`src/rtl/cache_refill_ctrl_if.sv`:
```
// Bundle of the miss, memory, line-write and wait-buffer signals around the refill controller.
// master = refill controller side, slave = cache / memory / wait-buffer side.
interface cache_refill_ctrl_if #(
  parameter int ADDR_BITS   = 32,
  parameter int DATA_WIDTH  = 32,
  parameter int BLOCK_WIDTH = 256
);
  logic                   miss_valid;
  logic                   miss_ready;
  logic [ADDR_BITS-1:0]   miss_address;
  logic                   miss_pending_hit;
  logic                   mem_req_valid;
  logic                   mem_req_ready;
  logic [ADDR_BITS-1:0]   mem_req_address;
  logic                   mem_resp_valid;
  logic [DATA_WIDTH-1:0]  mem_resp_data;
  logic                   mem_resp_last;
  logic                   line_write_en;
  logic [ADDR_BITS-1:0]   line_write_address;
  logic [BLOCK_WIDTH-1:0] line_write_data;
  logic                   wb_search_invalidate;
  logic [ADDR_BITS-1:0]   wb_search_address;
  logic                   wb_in_walk_mode;
  logic                   busy;
  logic                   protocol_error;

  modport master (
    input  miss_valid, miss_address, mem_req_ready, mem_resp_valid,
           mem_resp_data, mem_resp_last, wb_in_walk_mode,
    output miss_ready, miss_pending_hit, mem_req_valid, mem_req_address,
           line_write_en, line_write_address, line_write_data,
           wb_search_invalidate, wb_search_address, busy, protocol_error
  );

  modport slave (
    output miss_valid, miss_address, mem_req_ready, mem_resp_valid,
           mem_resp_data, mem_resp_last, wb_in_walk_mode,
    input  miss_ready, miss_pending_hit, mem_req_valid, mem_req_address,
           line_write_en, line_write_address, line_write_data,
           wb_search_invalidate, wb_search_address, busy, protocol_error
  );
endinterface

```
`src/rtl/cache_refill_ctrl.sv`:
```
// Single-outstanding cache line refill: miss -> burst read -> line write -> wait-buffer walk.
// Miss to line write is BEATS+2 cycles minimum; stalls on mem_req_ready, beat gaps and walk mode.
module cache_refill_ctrl #(
  parameter int ADDR_BITS      = 32,
  parameter int DATA_WIDTH     = 32,
  parameter int BLOCK_WIDTH    = 256,
  parameter int BLOCK_ID_START = 5
) (
  input logic               clk,
  input logic               rst,
  cache_refill_ctrl_if.master bus
);
  localparam int BEATS = BLOCK_WIDTH / DATA_WIDTH;
  localparam int CW    = (BEATS > 1) ? $clog2(BEATS) : 1;
  localparam logic [CW-1:0] LAST_BEAT = CW'(BEATS - 1);

  typedef enum logic [2:0] {
    S_IDLE, S_REQ, S_FILL, S_WRITE, S_LAUNCH, S_WALK_WAIT
  } state_t;

  state_t                 r_state;
  state_t                 w_next;
  logic [CW-1:0]          r_cnt;
  logic [BLOCK_WIDTH-1:0] r_line;
  logic [ADDR_BITS-1:0]   r_addr;
  logic                   r_perr;

  logic                   w_busy;
  logic                   w_accept;
  logic                   w_beat;
  logic                   w_last_beat;
  logic                   w_beat_err;
  logic                   w_stray;
  logic [ADDR_BITS-1:0]   w_blk_addr;

  assign w_busy      = (r_state != S_IDLE);
  assign w_accept    = (r_state == S_IDLE) && bus.miss_valid;
  assign w_beat      = (r_state == S_FILL) && bus.mem_resp_valid;
  assign w_last_beat = (r_cnt == LAST_BEAT);
  // The beat count alone ends the fill; mem_resp_last is only cross-checked.
  assign w_beat_err  = w_beat && (bus.mem_resp_last != w_last_beat);
  assign w_stray     = bus.mem_resp_valid && (r_state != S_FILL);
  assign w_blk_addr  = {r_addr[ADDR_BITS-1:BLOCK_ID_START], {BLOCK_ID_START{1'b0}}};

  always_ff @(posedge clk or posedge rst) begin
    if (rst) r_state <= S_IDLE;
    else     r_state <= w_next;
  end

  always_comb begin
    w_next                   = r_state;
    bus.miss_ready           = 1'b0;
    bus.mem_req_valid        = 1'b0;
    bus.line_write_en        = 1'b0;
    bus.wb_search_invalidate = 1'b0;
    unique case (r_state)
      S_IDLE: begin
        bus.miss_ready = 1'b1;
        if (bus.miss_valid) w_next = S_REQ;
      end
      S_REQ: begin
        bus.mem_req_valid = 1'b1;
        if (bus.mem_req_ready) w_next = S_FILL;
      end
      S_FILL: begin
        if (w_beat && w_last_beat) w_next = S_WRITE;
      end
      S_WRITE: begin
        bus.line_write_en = 1'b1;
        w_next            = S_LAUNCH;
      end
      S_LAUNCH: begin
        bus.wb_search_invalidate = 1'b1;
        w_next                   = S_WALK_WAIT;
      end
      S_WALK_WAIT: begin
        if (!bus.wb_in_walk_mode) w_next = S_IDLE;
      end
      default: w_next = S_IDLE;
    endcase
  end

  always_ff @(posedge clk or posedge rst) begin
    if (rst) begin
      r_cnt  <= '0;
      r_line <= '0;
      r_addr <= '0;
      r_perr <= 1'b0;
    end else begin
      if (w_accept) begin
        r_addr <= bus.miss_address;
        r_cnt  <= '0;
      end
      if (w_beat) begin
        for (int k = 0; k < BEATS; k++) begin
          if (r_cnt == CW'(k)) r_line[k*DATA_WIDTH +: DATA_WIDTH] <= bus.mem_resp_data;
        end
        r_cnt <= r_cnt + 1'b1;
      end
      if (w_beat_err || w_stray) r_perr <= 1'b1;
    end
  end

  // Address-type outputs are held at zero while idle so IDLE presents an all-zero bus.
  assign bus.busy               = w_busy;
  assign bus.protocol_error     = r_perr;
  assign bus.mem_req_address    = w_busy ? w_blk_addr : '0;
  assign bus.line_write_address = w_busy ? w_blk_addr : '0;
  assign bus.line_write_data    = (r_state == S_WRITE) ? r_line : '0;
  assign bus.wb_search_address  = w_busy ? r_addr : '0;
  assign bus.miss_pending_hit   = w_busy &&
      (bus.miss_address[ADDR_BITS-1:BLOCK_ID_START] == r_addr[ADDR_BITS-1:BLOCK_ID_START]);
endmodule

```
`src/flat_wrapper.sv`:
```
// flat-port wrapper written by rule: the top's interface ports become plain ports
module cache_refill_ctrl_flat 
#(
  parameter int ADDR_BITS      = 32,
  parameter int DATA_WIDTH     = 32,
  parameter int BLOCK_WIDTH    = 256,
  parameter int BLOCK_ID_START = 5
)
  (clk, rst, bus_miss_valid, bus_miss_address, bus_mem_req_ready, bus_mem_resp_valid, bus_mem_resp_data, bus_mem_resp_last, bus_wb_in_walk_mode, bus_miss_ready, bus_miss_pending_hit, bus_mem_req_valid, bus_mem_req_address, bus_line_write_en, bus_line_write_address, bus_line_write_data, bus_wb_search_invalidate, bus_wb_search_address, bus_busy, bus_protocol_error);
  cache_refill_ctrl_if #(.ADDR_BITS(ADDR_BITS), .DATA_WIDTH(DATA_WIDTH), .BLOCK_WIDTH(BLOCK_WIDTH)) bus_i ();
  input logic clk;
  input logic rst;
  input wire logic [$bits(bus_i.miss_valid)-1:0] bus_miss_valid;
  input wire logic [$bits(bus_i.miss_address)-1:0] bus_miss_address;
  input wire logic [$bits(bus_i.mem_req_ready)-1:0] bus_mem_req_ready;
  input wire logic [$bits(bus_i.mem_resp_valid)-1:0] bus_mem_resp_valid;
  input wire logic [$bits(bus_i.mem_resp_data)-1:0] bus_mem_resp_data;
  input wire logic [$bits(bus_i.mem_resp_last)-1:0] bus_mem_resp_last;
  input wire logic [$bits(bus_i.wb_in_walk_mode)-1:0] bus_wb_in_walk_mode;
  output wire logic [$bits(bus_i.miss_ready)-1:0] bus_miss_ready;
  output wire logic [$bits(bus_i.miss_pending_hit)-1:0] bus_miss_pending_hit;
  output wire logic [$bits(bus_i.mem_req_valid)-1:0] bus_mem_req_valid;
  output wire logic [$bits(bus_i.mem_req_address)-1:0] bus_mem_req_address;
  output wire logic [$bits(bus_i.line_write_en)-1:0] bus_line_write_en;
  output wire logic [$bits(bus_i.line_write_address)-1:0] bus_line_write_address;
  output wire logic [$bits(bus_i.line_write_data)-1:0] bus_line_write_data;
  output wire logic [$bits(bus_i.wb_search_invalidate)-1:0] bus_wb_search_invalidate;
  output wire logic [$bits(bus_i.wb_search_address)-1:0] bus_wb_search_address;
  output wire logic [$bits(bus_i.busy)-1:0] bus_busy;
  output wire logic [$bits(bus_i.protocol_error)-1:0] bus_protocol_error;
  assign bus_i.miss_valid = bus_miss_valid;
  assign bus_i.miss_address = bus_miss_address;
  assign bus_i.mem_req_ready = bus_mem_req_ready;
  assign bus_i.mem_resp_valid = bus_mem_resp_valid;
  assign bus_i.mem_resp_data = bus_mem_resp_data;
  assign bus_i.mem_resp_last = bus_mem_resp_last;
  assign bus_i.wb_in_walk_mode = bus_wb_in_walk_mode;
  assign bus_miss_ready = bus_i.miss_ready;
  assign bus_miss_pending_hit = bus_i.miss_pending_hit;
  assign bus_mem_req_valid = bus_i.mem_req_valid;
  assign bus_mem_req_address = bus_i.mem_req_address;
  assign bus_line_write_en = bus_i.line_write_en;
  assign bus_line_write_address = bus_i.line_write_address;
  assign bus_line_write_data = bus_i.line_write_data;
  assign bus_wb_search_invalidate = bus_i.wb_search_invalidate;
  assign bus_wb_search_address = bus_i.wb_search_address;
  assign bus_busy = bus_i.busy;
  assign bus_protocol_error = bus_i.protocol_error;
  cache_refill_ctrl #(.ADDR_BITS(ADDR_BITS), .DATA_WIDTH(DATA_WIDTH), .BLOCK_WIDTH(BLOCK_WIDTH), .BLOCK_ID_START(BLOCK_ID_START)) u_core (.clk(clk), .rst(rst), .bus(bus_i));
endmodule
```
`config.mk`:
```
export PLATFORM = sky130hd
export DESIGN_NAME = cache_refill_ctrl_flat
export DESIGN_NICKNAME = d
export VERILOG_FILES = /design/src/rtl/cache_refill_ctrl_if.sv /design/src/rtl/cache_refill_ctrl.sv /design/src/flat_wrapper.sv
export SDC_FILE = /design/constraint.sdc
export NUM_CORES = 1
export LEC_CHECK = 0
export ABC_AREA = 0
export CORE_AREA = 2 2 241 243
export DETAILED_ROUTE_END_ITERATION = 10
export DIE_AREA = 0 0 243 245
export PLACE_DENSITY = 0.59
export SLEW_MARGIN = 20
export SYNTH_ARGS = -nofsm -noshare
export SYNTH_HDL_FRONTEND = slang
export SYNTH_SLANG_ARGS = --single-unit
```
`constraint.sdc`:
```
create_clock -name clk -period 10.05 [get_ports clk]
set_input_delay 1.5075 -clock clk [delete_from_list [all_inputs] [get_ports clk]]
set_output_delay 1.5075 -clock clk [all_outputs]
set_load 0.01 [all_outputs]
```
# Yosys cells after proc, flatten, opt, wreduce, memory -nomap -nowiden
# Index checks and enable logic that the tools add are counted.
[classes] mux=14 eq_ne=19 n_reduce_logical=20 addsub=1
[op_table] operator="2-to-1 mux 256 bit" count=1
[op_table] operator="2-to-1 mux 32 bit" count=2
[op_table] operator="== test 27 bit" count=1
[op_table] operator="== test 3 bit (second input constant)" count=6
[op_table] operator="2-to-1 mux 3 bit" count=6
[op_table] operator="case mux 3 bit (6 select lines)" count=1
[op_table] operator="AND reduction 2 bit" count=8
[op_table] operator="== test 3 x 2 -> 1 bit (second input constant)" count=4
[op_table] operator="!= test 2 bit (second input constant)" count=4
[op_table] operator="== test 3 x 1 -> 1 bit (second input constant)" count=2
[op_table] operator="logical AND 1 bit" count=6
[op_table] operator="zero test 3 bit" count=2
[op_table] operator="2-to-1 mux 1 bit" count=4
[op_table] operator="AND reduction 4 bit" count=1
[op_table] operator="adder 3 x 1 -> 3 bit (second input constant)" count=1
[op_table] operator="!= test 3 x 2 -> 1 bit (second input constant)" count=1
[op_table] operator="nonzero test 3 bit" count=1
[op_table] operator="nonzero test 2 bit" count=1
[op_table] operator="logical OR 1 bit" count=1
[op_table] operator="!= test 1 bit" count=1
[totals] word_cells=66 register_bits=295

# Longest topological paths before layout
# Gate-level depths: netlist of the first run.
[logic_depth] depth_word=5 mapped_depth=7

# Least setup slack after synthesis of the first run
# OpenSTA, ideal clock, no wires.
[synth_path] path_kind="input to output" start="in bus_miss_address[30]" end="out bus_miss_pending_hit" arrival_ns=2.464 setup_slack_ns=6.078 path_buffers=0 required_ns=8.543 path_stages=4 cell_sequence="xor2_1 > nor4_1 > nand4_1 > nor4_1"
[synth_via] elab_chain_cells=2
[synth_lines] item="start: declaration" line_no="flat_wrapper.sv:14" text="input wire logic [$bits(bus_i.miss_address)-1:0] bus_miss_address;"
[synth_lines] item="== test 27 bit" line_no="cache_refill_ctrl.sv:112" text="(bus.miss_address[ADDR_BITS-1:BLOCK_ID_START] == r_addr[ADDR_BITS-1:BLOCK_ID_START]);"
[synth_lines] item="logical AND 1 bit" line_no="cache_refill_ctrl.sv:111" text="assign bus.miss_pending_hit = w_busy &&"
[synth_lines] item="end: declaration" line_no="flat_wrapper.sv:21" text="output wire logic [$bits(bus_i.miss_pending_hit)-1:0] bus_miss_pending_hit;"
# Every way passes these cells.

# Worst setup path after layout of the first run
# Same ends and word-level chain as after synthesis.

==> summary.md, run 1 <==
| Metric | Value |
|---|---|
| Hold-fix buffers, CTS | `0` |
| Most common cell after layout, fill and taps aside | `clkdlybuf4s50_1` |
| Synth unique cells | `37` |
| Detailed Route Iter0 Violations | `343` |
| Die H | `245 um` |
| Fmax | `193 MHz` |
| Rel. slew slack | `34.8%` |
| Outcome | `completed` |
| Startpoint types | `input pin` |
| Max IR drop VDD | `138 uV` |
| Clk Latency, worst-skew pair | `0.53 ns` |
| Largest stage delay on the critical path | `0.59 ns` |
| FFs w/ async S/R, synth | `100%` |
| Worst-margin pin slew | `0.979 ns` |
| R2r worst-path depth | `4` |
| Hold Path Class | `reg2reg` |
| Mapped Area | `0.0141 mm2` |
| Final WL | `43100 um` |
| Yosys warnings | `0` |
| First-pass GRT wire length | `64400 um` |
| CP Cell Sequence | `clkdlybuf4s50_1 -> xor2_1 -> nor4_1 -> nand4_1 -> nor4_1 -> clkdlybuf4s50_1` |
| Syn-to-layout area delta | `39.3%` |
| Post-CTS sizing | `0` |
| Placer's final routability congestion estimate | `0.963` |
| Design area | `0.0196 mm2` |
| Final core occ | `34.4%` |
| Placed Cells incl. Taps | `2162` |
| Post-detailed-route wirelength per cell | `19.4 um` |
| Port-buffer cells | `419` |
| Finished Layout Cells | `2224` |
| Die area | `0.0595 mm2` |
| Final Hold Vio Count | `0` |
| Worst Slack Setup Final | `4.87 ns` |
| Fin Hold WS | `0.470 ns` |
| Layout Nets | `1513` |
| Comb power frac | `36.2%` |
| Total grt overflow | `0` |
| R2R setup slack | `7.54 ns` |
| Final setup vio count | `0` |
| Hold Path Stages | `1` |
| Mean number of vias per cell | `4.22` |
| RSZ-0062 raised after global routing | `false` |
| CP arrival | `3.67 ns` |
| Switch Pwr | `1.38 mW` |
| CTS buffer count | `36` |
| Pre-Repair DR Iteration Count | `6` |
| Die X | `243 um` |
| Sequential fraction of the synthesis area | `52.4%` |
| Placed cell area | `0.0185 mm2` |
| Power, Total | `4.47 mW` |
| CTS Sinks | `295` |
| Cells after Synth | `1087` |
| Crit path max fanout | `2` |
| Worst r2r src | `u_core.r_state[2]` |
| Place WS | `4.79 ns` |
| Crit path required time | `8.54 ns` |
| Most frequent cells in the layout | `419 x clkdlybuf4s50_1, 295 x dfrtp_1, 288 x and2_1` |
| Final Slew Violations | `0` |
| Hold EP | `u_core.bus.protocol_error` |
| Vias in the first global route | `10.0k` |
| Overall Global Routing Usage | `14.2%` |
| Clock root buffer | `clkbuf_16` |
| H-tree depth | `2` |
| Via count | `9376` |
| Post-synth EDFFs | `0` |
| Share of layout cells above drive strength 1 | `24.2%` |
| Layout Skew | `0.0147 ns` |
| CTS Buffer Depth | `3` |
| Max stage delay cell, worst path | `clkdlybuf4s50_1` |
| Crit path time final | `5.18 ns` |
| CTS tree | `done` |
| Reg2reg end | `u_core.r_line[150]` |
| Io pins | `430` |
| Post-CTS Setup Bufs | `0` |
| Num rows | `88` |
| Min-Delay Startpoint | `u_core.bus.protocol_error` |
| Initial antenna violation count | `3` |
| CP Class | `in2out` |
| Pin count of the biggest net entering global routing | `139` |
| Reg clk slew, reported paths | `0.05 ns` |
| Switch share | `30.9%` |
| Core area | `0.0570 mm2` |
| Nature of the critical path endpoint | `output pin` |
| Final period util | `51.5%` |
| Internal power | `3.09 mW` |
| MaxCap Viol Count | `0` |
| Power per cell area | `228 mW/mm2` |
| Number of routed nets with antenna violations | `0` |
| Clk network pwr share | `27.7%` |
| Pleak | `8.88 nW` |
| Syn Area/Cell | `13.0 um2` |
| Main flop type after synthesis | `dfrtp_1` |
| DRC errors left | `0` |
| FILL cells | `5762` |
| Sequential share of power | `36.1%` |
| FF+latch count, synth | `295` |
| Post-DP HPWL | `29100 um` |
| Starting Density | `24.7%` |
| Final TNS setup | `0 ns` |
layer usage:
layer / vias up / share of wire (%) / global-route usage [%]
met2: 338 / 46 / 22.9
met5: - / 0.051 / 0
met3: 61 / 7.6 / 4.82
li1: 4244 / - / -
met4: 4 / 2.7 / 4.46
met1: 4729 / 44 / 17.8
kinds of logic (layout without fill, tap and decap cells):
kind of cell / Yosys count / after routing / synth area share [%]
buffers and inverters: 135 / 497 / 6.59
adder cells (fa/ha/maj): 6 / 6 / 0.533
XOR/XNOR: 28 / 28 / 1.74
multiplexers: 288 / 288 / 23.8
other: 1 / 11 / 0.0266
flip-flops: 295 / 295 / 52.4
AND/OR/NAND/NOR: 323 / 323 / 14.5
AO/OA/AOI/OAI: 11 / 11 / 0.470
state kept, by name, indices dropped and copies added (netlist names):
signal and count:
u_core.r_addr 32, u_core.r_line 256, u_core.bus.protocol_error 1, u_core.r_cnt 3
u_core.r_state 3
power by group through the flow:
stage | clock, mW | sequential [mW] | combinational [mW]
2_1_floorplan | 0 | 1.57 | 1.08
3_3_place_gp | 0 | 1.62 | 1.63
3_5_place_dp | 0 | 1.63 | 1.63
4_1_cts | 1.30 | 1.61 | 1.64
5_1_grt | 1.34 | 1.65 | 1.72
6_report | 1.24 | 1.61 | 1.62
worst max-delay path: cells and delay by family:
kind | cells | cell delay, ns
buffers and inverters | 2 | 1.02
AND/OR/NAND/NOR | 3 | 0.98
XOR/XNOR | 1 | 0.16
final cells by class:
cell class	instances	area (um2)	share of cell area, %
repair buffers	432	4320	22.0
clock inverters	7	70.1	0.357
clock buffers	53	1040	5.28
diodes	1	2.50	0.0127
flip-flops and latches	295	7380	37.6
well taps	765	957	4.88
inverters	5	31.3	0.159
multi-input cells	666	5840	29.7
worst max-delay path by stage:
| stage | start | to | slack [ns] | cells past startpoint |
|---|---|---|---|---|
| floorplan | rst | u_core.bus.protocol_error | 0.40 | 1 |
| global placement | bus_miss_address[30] | bus_miss_pending_hit | 4.71 | 6 |
| detailed placement | bus_miss_address[30] | bus_miss_pending_hit | 4.79 | 6 |
| CTS | bus_miss_address[30] | bus_miss_pending_hit | 4.78 | 6 |
| global route | bus_miss_address[30] | bus_miss_pending_hit | 4.71 | 6 |
| finish | bus_miss_address[30] | bus_miss_pending_hit | 4.87 | 6 |
Yosys cell counts, types with 2 or more instances:
| cell | n | area (um2) |
|---|---|---|
| inv_1 | 4 | 15.0 |
| nand4_1 | 4 | 25.0 |
| o31ai_1 | 2 | 15.0 |
| ha_1 | 6 | 75.1 |
| xnor2_1 | 11 | 96.3 |
| dfrtp_1 | 295 | 7380 |
| mux2_1 | 12 | 135 |
| nand2_2 | 3 | 18.8 |
| nand2b_1 | 3 | 18.8 |
| mux2_4 | 30 | 450 |
| and3_1 | 3 | 18.8 |
| a21oi_1 | 2 | 10.0 |
| buf_4 | 73 | 548 |
| and2_1 | 288 | 1800 |
| clkbuf_1 | 33 | 124 |
| xor2_1 | 17 | 149 |
| buf_6 | 11 | 124 |
| o21ai_0 | 5 | 25.0 |
| mux2_2 | 246 | 2770 |
| buf_12 | 3 | 60.1 |
| nor4_1 | 5 | 31.3 |
| nand2_1 | 6 | 22.5 |
| nand3b_1 | 2 | 15.0 |
| buf_2 | 10 | 50.1 |
(Power assumes the default switching activity.)
==> inputs of run 2 (changes only) <==
--- a/config.mk
+++ b/config.mk
@@ -9,7 +9,7 @@
 export CORE_AREA = 2 2 241 243
 export DETAILED_ROUTE_END_ITERATION = 10
 export DIE_AREA = 0 0 243 245
-export PLACE_DENSITY = 0.59
+export PLACE_DENSITY = 0.58
 export SLEW_MARGIN = 20
 export SYNTH_ARGS = -nofsm -noshare
 export SYNTH_HDL_FRONTEND = slang
==> constraint.sdc (replaced) <==
create_clock -name clk -period 5.4 [get_ports clk]
set_input_delay 0.81 -clock clk [delete_from_list [all_inputs] [get_ports clk]]
set_output_delay 0.81 -clock clk [all_outputs]
set_load 0.01 [all_outputs]
==> summary.md, run 2 (synthesis gave the netlist of run 1 again) <==
| Metric | Value |
|---|---|
| Outcome | `completed (unchanged)` |
| CP Class | `reg2out (was in2out)` |
| Hold Path Class | `reg2reg (unchanged)` |
| Starting Density | `24.7% (unchanged)` |
| Reg clk slew, reported paths | `0.06 ns (was 0.05 ns)` |
| Most frequent cells in the layout | `419 x clkdlybuf4s50_1, 295 x dfrtp_1, 288 x and2_1 (unchanged)` |
| Final setup vio count | `0 (unchanged)` |
| Max IR drop VDD | `253 uV (was 138 uV)` |
| Pre-Repair DR Iteration Count | `4 (was 6)` |
| Post-CTS Setup Bufs | `0 (unchanged)` |
| Post-detailed-route wirelength per cell | `19.5 um (was 19.4 um)` |
| Total grt overflow | `0 (unchanged)` |
| First-pass GRT wire length | `65200 um (was 64400 um)` |
| H-tree depth | `2 (unchanged)` |
| Power per cell area | `433 mW/mm2 (was 228 mW/mm2)` |
| Final core occ | `34.8% (was 34.4%)` |
| Io pins | `430 (unchanged)` |
| CTS Buffer Depth | `3 (unchanged)` |
| Switch share | `30.1% (was 30.9%)` |
| RSZ-0062 raised after global routing | `false (unchanged)` |
| Share of layout cells above drive strength 1 | `24.8% (was 24.2%)` |
| Detailed Route Iter0 Violations | `281 (was 343)` |
| Fmax | `254 MHz` |
| Clk network pwr share | `30.4% (was 27.7%)` |
| Biggest regs | `u_core.r_line (256), u_core.r_addr (32) (unchanged)` |
| Most common cell after layout, fill and taps aside | `clkdlybuf4s50_1 (unchanged)` |
| Top reg by flops | `u_core.r_line (unchanged)` |
| Worst Slack Setup Final | `1.46 ns (was 4.87 ns)` |
| Rel. slew slack | `43.6% (was 34.8%)` |
| Pin count of the biggest net entering global routing | `122 (was 139)` |
| Post-CTS sizing | `0 (unchanged)` |
| Final Slew Violations | `0 (unchanged)` |
| Clock root buffer | `clkbuf_16 (unchanged)` |
| Worst path top cell family by delay | `buffers and inverters (unchanged)` |
| Mean number of vias per cell | `4.19 (was 4.22)` |
| FILL cells | `5708 (was 5762)` |
| Crit path max fanout | `62 (was 2)` |
| Port-buffer cells | `419 (unchanged)` |
| Nature of the critical path endpoint | `output pin (unchanged)` |
| DRC errors left | `0 (unchanged)` |
| WP buf/inv | `2 (unchanged)` |
| WL met3 | `3240 um (was 3290 um)` |
| Post-DP HPWL | `30300 um (was 29100 um)` |
| Die X | `243 um (unchanged)` |
| Die H | `245 um (unchanged)` |
| Top layer reached by signal wires | `met5 (unchanged)` |
| Final period util | `72.9%` |
| Hold-fix buffers, CTS | `0 (unchanged)` |
| Antenna diode count | `0 (was 1)` |
| Place WS | `1.54 ns (was 4.79 ns)` |
| Sequential share of power | `34.9% (was 36.1%)` |
| Final Hold Vio Count | `0 (unchanged)` |
| Worst-margin pin slew | `0.842 ns (was 0.979 ns)` |
| MaxCap Viol Count | `0 (unchanged)` |
| Largest stage delay on the critical path | `0.71 ns (was 0.59 ns)` |
| Via count | `9366 (was 9376)` |
| Layout Skew | `0.0189 ns (was 0.0147 ns)` |
| Startpoint types | `register (was input pin)` |
| Clk Latency, worst-skew pair | `0.54 ns (was 0.53 ns)` |
| Crit path time final | `3.94 ns` |
| Wire length on met1 | `18800 um (was 18900 um)` |
| CTS Sinks | `295 (unchanged)` |
| Largest register FFs | `256 (unchanged)` |
| CTS buffer count | `38 (was 36)` |
| Die area | `0.0595 mm2 (unchanged)` |
| Num rows | `88 (unchanged)` |
| Syn-to-layout area delta | `40.8% (was 39.3%)` |
| Final WL | `43500 um (was 43100 um)` |
| Crit path required time | `4.59 ns (was 8.54 ns)` |
| Met2 wire length | `20500 um (was 19700 um)` |
| CP Cell Sequence | `and3b_4 -> buf_4 -> and2_1 -> clkdlybuf4s50_1 (was clkdlybuf4s50_1 -> xor2_1 -> nor4_1 -> nand4_1 -> nor4_1 -> clkdlybuf4s50_1)` |
| Core area | `0.0570 mm2 (unchanged)` |
| Fin Hold WS | `0.474 ns (was 0.470 ns)` |
| Placer's final routability congestion estimate | `0.935 (was 0.963)` |
| Switch Pwr | `2.59 mW (was 1.38 mW)` |
| Initial antenna violation count | `3 (unchanged)` |
| Final TNS setup | `0 ns (unchanged)` |
| Max stage delay cell, worst path | `and3b_4 (was clkdlybuf4s50_1)` |
| Internal power | `6.01 mW (was 3.09 mW)` |
| CTS tree | `done (unchanged)` |
| Number of routed nets with antenna violations | `0 (unchanged)` |
| Layout Nets | `1517 (was 1513)` |
| Pleak | `8.97 nW (was 8.88 nW)` |
| Overall Global Routing Usage | `14.4% (was 14.2%)` |
| CP arrival | `3.13 ns (was 3.67 ns)` |
| Vias in the first global route | `9957 (was 10.0k)` |
| Comb power frac | `34.6% (was 36.2%)` |
-- run 2: cell count changes in the layout (fill, tap and decap cells not counted) --
cell,change
clkbuf_8,+3
buf_16,-1
inv_8,-1
buf_6,-1
nand2_2,+1
clkinv_4,+3
buf_12,+4
clkbuf_16,+2
nand2_4,-1
inv_6,-1
clkbuf_1,-1
bufinv_16,+3
diode_2,-1
-- run 2: area by class of cell --
class | instances | area (um2) | share of cell area (%)
Clock buffer | 57 | 1120 | 5.66
Clock inverter | 11 | 170 | 0.857
Inverter | 5 | 27.5 | 0.139
Multi-Input combinational cell | 666 | 5830 | 29.4
Sequential cell | 295 | 7380 | 37.2
Tap cell | 765 | 957 | 4.82
Timing Repair Buffer | 434 | 4360 | 21.9
-- run 2: power groups by stage --
stage,Clock [mW],Combinational (mW),Sequential (mW)
after floorplan,0,2.02,2.92
after global placement,0,3.02,3.01
after detailed placement,0,3.03,3.04
after CTS,2.72,3.04,3.00
after global routing,2.81,3.19,3.07
final,2.62,2.98,3.00
-- run 2: final timing paths --
check	start	endpoint	slack [ns]	depth (start not counted)
min in group asynchronous	rst	u_core.r_addr[9]	0.78	2
max in group asynchronous	rst	u_core.r_line[126]	3.46	3
max reg2reg	u_core.r_state[2]	u_core.r_line[172]	2.90	4
min reg2reg	u_core.r_line[204]	u_core.r_line[204]	0.47	1
max	u_core.r_state[2]	bus_line_write_data[13]	1.46	4
min	u_core.r_line[204]	u_core.r_line[204]	0.47	1
-- run 2: stage by stage --
step	cell area [um2]	power (mW)	instances
finish	19800	8.60	2233
global route	19800	9.07	2233
CTS	19800	8.76	2233
detailed placement	18600	6.08	2165
global placement	18500	6.03	2164
floorplan	14100	4.94	1096
-- run 2: routing by layer --
metal | GRT usage [%] | vias to the layer above
met2 | 24.1 | 325
met3 | 4.83 | 57
met5 | 0 | -
met1 | 17.9 | 4718
li1 | - | 4262
met4 | 3.77 | 4
